File: config.mk
export PLATFORM = sky130hd
export DESIGN_NAME = osc_freq_counter
export DESIGN_NICKNAME = d
export VERILOG_FILES = /design/src/rtl/osc_freq_counter.sv
export SDC_FILE = /design/constraint.sdc
export NUM_CORES = 1
export LEC_CHECK = 0
export CAP_MARGIN = 10
export CORE_MARGIN = 1.5
export CORE_UTILIZATION = 45
export CTS_BUF_LIST = sky130_fd_sc_hd__clkbuf_16
export DETAILED_ROUTE_END_ITERATION = 16
export GPL_ROUTABILITY_DRIVEN = 0
export PLACE_DENSITY = 0.71
export REMOVE_ABC_BUFFERS = 1
export SLEW_MARGIN = 20
export SYNTH_ARGS = -nofsm -noshare
export SYNTH_HDL_FRONTEND = slang
export SYNTH_SLANG_ARGS = --single-unit
File: constraint.sdc
create_clock -name clk -period 3.15 [get_ports clk]
set_input_delay 0.63 -clock clk [delete_from_list [all_inputs] [get_ports clk]]
set_output_delay 0.63 -clock clk [all_outputs]
set_load 0.1 [all_outputs]
File: src/rtl/osc_freq_counter.sv
// rtl/osc_freq_counter.sv - gated rising-edge counter for an asynchronous oscillator input (optional glitch filter: OSC_FREQ_COUNTER_GLITCH_FILTER_EN)
module osc_freq_counter #(
  parameter int GATE_CYCLES = 1000,
  parameter int CNT_W       = 16
) (
  input  logic             clk,
  input  logic             rst,
  input  logic             osc_in,
  input  logic             start,
  input  logic             ack,
  output logic [CNT_W-1:0] count,
  output logic             valid,
  output logic             busy,
  output logic             overflow
);

  localparam logic [1:0] ST_IDLE    = 2'd0;
  localparam logic [1:0] ST_MEASURE = 2'd1;
  localparam logic [1:0] ST_DONE    = 2'd2;

  // Window counter counts down from GATE_CYCLES-1 to 0, giving GATE_CYCLES measuring cycles.
  localparam logic [15:0]      WIN_LOAD = 16'(GATE_CYCLES - 1);
  localparam logic [CNT_W-1:0] ACC_MAX  = {CNT_W{1'b1}};
  localparam logic [CNT_W-1:0] ACC_ONE  = {{(CNT_W-1){1'b0}}, 1'b1};

  logic sync1_q, sync1_d;
  logic sync2_q, sync2_d;
  logic sync3_q, sync3_d;
  logic det_in;
  logic edge_stb;

  logic [1:0]       state_q, state_d;
  logic [CNT_W-1:0] acc_q, acc_d;
  logic             acc_ovf_q, acc_ovf_d;
  logic [15:0]      win_q, win_d;
  logic [CNT_W-1:0] count_q, count_d;
  logic             ovf_q, ovf_d;
  logic             valid_q, valid_d;

  logic [CNT_W-1:0] acc_next;
  logic             acc_ovf_next;

`ifdef OSC_FREQ_COUNTER_GLITCH_FILTER_EN
  logic filt_a_q, filt_a_d;
  logic filt_b_q, filt_b_d;
  logic filt_q, filt_d;

  // Majority of the current and two previous synchronized samples; an isolated
  // one-cycle high or low sample can never win the vote. The registered vote
  // adds the second cycle of filter latency.
  always_comb begin
    filt_a_d = sync2_q;
    filt_b_d = filt_a_q;
    filt_d   = (sync2_q & filt_a_q) | (sync2_q & filt_b_q) | (filt_a_q & filt_b_q);
  end

  // Filter history and voted output registers.
  always_ff @(posedge clk) begin
    if (rst) begin
      filt_a_q <= 1'b0;
      filt_b_q <= 1'b0;
      filt_q   <= 1'b0;
    end else begin
      filt_a_q <= filt_a_d;
      filt_b_q <= filt_b_d;
      filt_q   <= filt_d;
    end
  end

  assign det_in = filt_q;
`else
  assign det_in = sync2_q;
`endif

  // Two-flop synchronizer followed by the edge-detector history flop.
  always_comb begin
    sync1_d  = osc_in;
    sync2_d  = sync1_q;
    sync3_d  = det_in;
    edge_stb = det_in & ~sync3_q;
  end

  // Synchronizer and edge-detector registers.
  always_ff @(posedge clk) begin
    if (rst) begin
      sync1_q <= 1'b0;
      sync2_q <= 1'b0;
      sync3_q <= 1'b0;
    end else begin
      sync1_q <= sync1_d;
      sync2_q <= sync2_d;
      sync3_q <= sync3_d;
    end
  end

  // Saturating accumulate; an edge arriving at full scale only marks overflow.
  always_comb begin
    acc_next     = acc_q;
    acc_ovf_next = acc_ovf_q;
    if (edge_stb) begin
      if (acc_q == ACC_MAX) begin
        acc_ovf_next = 1'b1;
      end else begin
        acc_next = acc_q + ACC_ONE;
      end
    end
  end

  // Measurement FSM: idle, count over the gate window, then hold result until ack.
  always_comb begin
    state_d   = state_q;
    acc_d     = acc_q;
    acc_ovf_d = acc_ovf_q;
    win_d     = win_q;
    count_d   = count_q;
    ovf_d     = ovf_q;
    valid_d   = valid_q;
    case (state_q)
      ST_IDLE: begin
        if (start) begin
          state_d   = ST_MEASURE;
          acc_d     = '0;
          acc_ovf_d = 1'b0;
          win_d     = WIN_LOAD;
        end
      end
      ST_MEASURE: begin
        acc_d     = acc_next;
        acc_ovf_d = acc_ovf_next;
        if (win_q == 16'd0) begin
          // The final window cycle's edge is folded straight into the result.
          state_d = ST_DONE;
          count_d = acc_next;
          ovf_d   = acc_ovf_next;
          valid_d = 1'b1;
        end else begin
          win_d = win_q - 16'd1;
        end
      end
      ST_DONE: begin
        // start is deliberately not looked at here, so start+ack is just ack.
        if (ack) begin
          state_d = ST_IDLE;
          valid_d = 1'b0;
        end
      end
      default: begin
        state_d = ST_IDLE;
      end
    endcase
  end

  // FSM, accumulator and result registers.
  always_ff @(posedge clk) begin
    if (rst) begin
      state_q   <= ST_IDLE;
      acc_q     <= '0;
      acc_ovf_q <= 1'b0;
      win_q     <= 16'd0;
      count_q   <= '0;
      ovf_q     <= 1'b0;
      valid_q   <= 1'b0;
    end else begin
      state_q   <= state_d;
      acc_q     <= acc_d;
      acc_ovf_q <= acc_ovf_d;
      win_q     <= win_d;
      count_q   <= count_d;
      ovf_q     <= ovf_d;
      valid_q   <= valid_d;
    end
  end

  assign count    = count_q;
  assign valid    = valid_q;
  assign overflow = ovf_q;
  assign busy     = (state_q == ST_MEASURE);

endmodule

# Yosys cells after proc, flatten, opt, wreduce, memory -nomap -nowiden
# Index checks and enable logic that the tools add are counted.
# W data, S select, Z words.
# totals
regBits,56
inputBits,5
out_inout_bits,19
wordCells,48
# classes
add_sub_neg,2
n_eq_ne,7
mux,18
n_bitwise,2
n_reduce_logical,9
# ops
cell,n
$mux W16,5
$pmux W16 S2,2
$add A16 B1 Y16 const B,1
$eq A16 B16 Y1 const B,1
$logic_not A16 Y1,1
$sub A16 B1 Y16 const B,1
$reduce_and A3 Y1,3
$mux W2,3
$ne A2 B2 Y1 const B,3
$pmux W2 S3,1
$mux W1,5
$pmux W1 S2,2
$reduce_and A2 Y1,2
$reduce_bool A2 Y1,2
$eq A2 B1 Y1 const B,1
$eq A2 B2 Y1 const B,1
$logic_not A2 Y1,1
$ne A2 B1 Y1 const B,1
$and A1 B1 Y1,1
$not A1 Y1,1

# Logic depth before layout (Yosys ltp)
# depth
depth_word,4
ltp_mapped,9
depth_no_buf,7

# Worst setup path after synthesis
# OpenSTA, ideal clock, no wires.
# synth_path
path_kind,flip-flop to output port
startpoint,register state_q[1]
endpoint,output busy
t_arrival_ns,1.855
required_ns,2.520
setup_slack_ns,0.665
stages_incl_launch_ff,6
path_buffers,3
cell_sequence,dfxtp_1 -> nand2b_1 -> buf_2 -> inv_1 -> buf_2 -> buf_1
# synth_between
elab_chain_cells,1
# synth_lines
element,line_no,rtl
start: declaration,32,"logic [1:0] state_q, state_d;"
start signal: assignment,164,state_q <= state_d;
$eq A2 B1 Y1,177,assign busy = (state_q == ST_MEASURE);
end: declaration,13,"output logic busy,"
# No other way between the ends.

# Worst setup path in the final report
# Ends and elaborated chain as after synthesis.

==> out/qor.txt <==
CTS tree: done
ratio of total power to cell area: 536 nW/um^2
most common cell after layout, fill and taps aside: dfxtp_1
number of cells after detailed placement: 416
crit-path leading delay family: buffers and inverters
post-detailed-route DRC marker count: 0
clock buffer count from CTS: 5
final non-filler cell total: 422
worst stage delay on the critical path: 0.57 ns
mean instance size in the synthesized netlist: 8.58 sq um
number of H-tree levels: 2
post-synthesis instance area: 2880 sq um
Diodes inserted: 0
fraction of final layout cells sized beyond drive strength 1: 0.135
Tot Pwr: 0.00173 W
data arrival at the endpoint of the critical path: 1.91 ns
largest area contributor in the synthesized netlist: dfxtp_1
number of standard-cell rows in the floorplan: 28
Initial DRC Count: 140
detailed-placement wirelength estimate: 4210 um
remaining max-slew budget at the tightest pin: 0.469
buffers from clock root to sink, at most: 2
chip width: 83.0 um
worst setup path class: register to output port
cell leakage power: 1.05 nW
VDD IR-drop max: 0.335 mV
number of enable-type register cells in the synthesized netlist: 0
vias after detailed routing: 2454
source of the worst hold timing path: sync1_q$_SDFF_PP0_
proportion of power drawn by flip-flops and latches: 0.451
yosys synthesis warning count: 0
area grow syn2layout: 12.0%
net switching power: 0.000511 W
count of cells along the worst register-to-register path: 5
reg2reg start: state_q[1]$_SDFFE_PP0P_
highest-count cells in the layout ignoring fill and taps: dfxtp_1 (56), nor2_1 (41), buf_4 (21), a21oi_1 (19)
Port Buf Inserts: 23
first-pass iteration count of the detailed router: 4
routed wire length per instance: 14.4 um
DRT Wirelength: 6070 um
CP max-delay cell: inv_1
top fanout value on the critical path: 21
first-pass GRT wire length: 10500 um
Cells on Worst Hold Path: 1
Clk network pwr share: 0.348
Pins Over Slew Limit: 0
Resize count post-CTS: 0
number of global-route vias before repair: 2270
GRT overflow: 0
Final Net Count: 355
flip-flop cell with the highest count after synthesis: dfxtp_1
cell-internal power: 0.00122 W
kind of launch point of the worst setup path: register
initial antenna violation count: 0
Tmin final: 2.54 ns
post-synth top area share: 0.389
sequential-to-total area share from yosys stat: 0.389
Worst Setup Slack post-DPL: 0.842 ns
sum of negative setup slack: 0 ns
total die area: 6890 sq um
number of clock sinks: 56
root buf cell: clkbuf_16
number of buffers inserted by hold repair at cts: 0
Crit path depth: 3
Synth Register Bits: 56
unrepaired setup endpoints after global routing: false
clock insertion delay at the later pin of the skew report: 0.29 ns
initial core utilization: 0.475
final hold slack: 0.441 ns
final setup margin: 0.613 ns
clock-pin slew on the worst setup and hold paths: 0.07 ns
final critical-path share of the clock period: 0.806
required time of the critical path: 2.52 ns
die height: 83.0 um
post-synthesis cell count: 336
number of maximum-capacitance constraint violations: 0
GRT Util Overall: 0.182
cell breakdown of the critical path: nand2b_1 -> inv_1 -> buf_4
count of cell types in the netlist: 63
launch point of the worst path: state_q[1]$_SDFFE_PP0P_
final setup skew: 0.00812 ns
Synth async-reset ratio: 0
maximum number of pins on one net before global-route repair: 44
sort of element at the end of the critical path: output port
number of buffers inserted to repair setup after CTS: 0
slew at the pin closest to its max-slew limit: 0.790 ns
run status: completed
class of the worst hold path: register to register
Vias per Instance: 5.82
buffers plus inverters on the worst setup path: 2
part of the total power dissipated in combinational logic: 0.201
Finish-stage setup viols: 0
Core Area: 6060 sq um
antenna violation net count after detailed routing: 0
leading cell types by total area after synthesis: dfxtp_1 (39%), nor2_1 (5.3%), a211oi_1 (4.4%), xnor2_1 (4.0%), a21oi_1 (3.3%)
switching fraction of total power: 0.295
IO Count: 24
final count of hold timing violations: 0
maximum achievable frequency: 394 MHz
filler cell count: 575
through the flow:
stage / cell area (sq um) / utilization
2_1_floorplan: 2760 / -
3_3_place_gp: 3070 / 0.507
3_5_place_dp: 3070 / 0.507
4_1_cts: 3230 / 0.533
5_1_grt: 3230 / 0.533
6_report: 3230 / 0.533
sequential cells by signal (all words and copies together) (netlist names):
register	count
det_in	1
valid	1
count	16
acc_q	16
sync3_q	1
overflow	1
acc_ovf_q	1
sync1_q	1
win_q	16
state_q	2
cell type report:
type,count,area [sq um],area share
Inverter,10,37.5,0.0116
Clock buffer,5,125,0.0388
Multi-Input combinational cell,249,1600,0.497
Timing Repair Buffer,26,218,0.0674
Tap cell,75,93.8,0.0291
Sequential cell,56,1120,0.347
Clock inverter,1,30.0,0.00930
Yosys cell counts, drive strengths merged, types with 4 or more instances:
library cell / count
buf: 11
a211oi: 17
or3: 4
inv: 10
a311oi: 4
a21oi: 21
nand4: 11
nor3: 16
nor4: 7
dfxtp: 56
nand3: 9
clkbuf: 10
nor2: 42
xor2: 7
xnor2: 13
nand2b: 9
nand2: 18
a31oi: 11
or4: 4
o21ai: 11
path summary, 6_finish.rpt:
kind                                              end  slack (ns)
worst min register to register      det_in$_SDFF_PP0_        0.44
worst min-delay path                det_in$_SDFF_PP0_        0.44
worst max-delay path                             busy        0.61
worst max register to register  count[3]$_SDFFE_PP0P_        0.80
layer usage:
| metal | track usage | part of all wire | up-vias |
|---|---|---|---|
| li1 | - | - | 1266 |
| met1 | 0.229 | 0.46 | 1140 |
| met2 | 0.317 | 0.49 | 40 |
| met3 | 0.0328 | 0.036 | 8 |
| met4 | 0.0515 | 0.013 | 0 |
| met5 | 0 | 0 | - |
logic make-up after synthesis:
| group | after synthesis | synth area share |
|---|---|---|
| multiplexers | 2 | 0.00738 |
| AO/OA/AOI/OAI | 84 | 0.203 |
| XOR/XNOR | 20 | 0.0608 |
| buffers and inverters | 31 | 0.0547 |
| flip-flops | 56 | 0.389 |
| adder cells (fa/ha/maj) | 2 | 0.00868 |
| AND/OR/NAND/NOR | 141 | 0.277 |
power by group through the flow:
stage / Clock [W] / Combinational [W] / Sequential (W)
floorplan: 0 / 0.000207 / 0.000849
global placement: 0 / 0.000342 / 0.000795
detailed placement: 0 / 0.000347 / 0.000797
CTS: 0.000620 / 0.000349 / 0.000781
global route: 0.000639 / 0.000382 / 0.000787
finish: 0.000603 / 0.000349 / 0.000781
(Power assumes the default switching activity.)
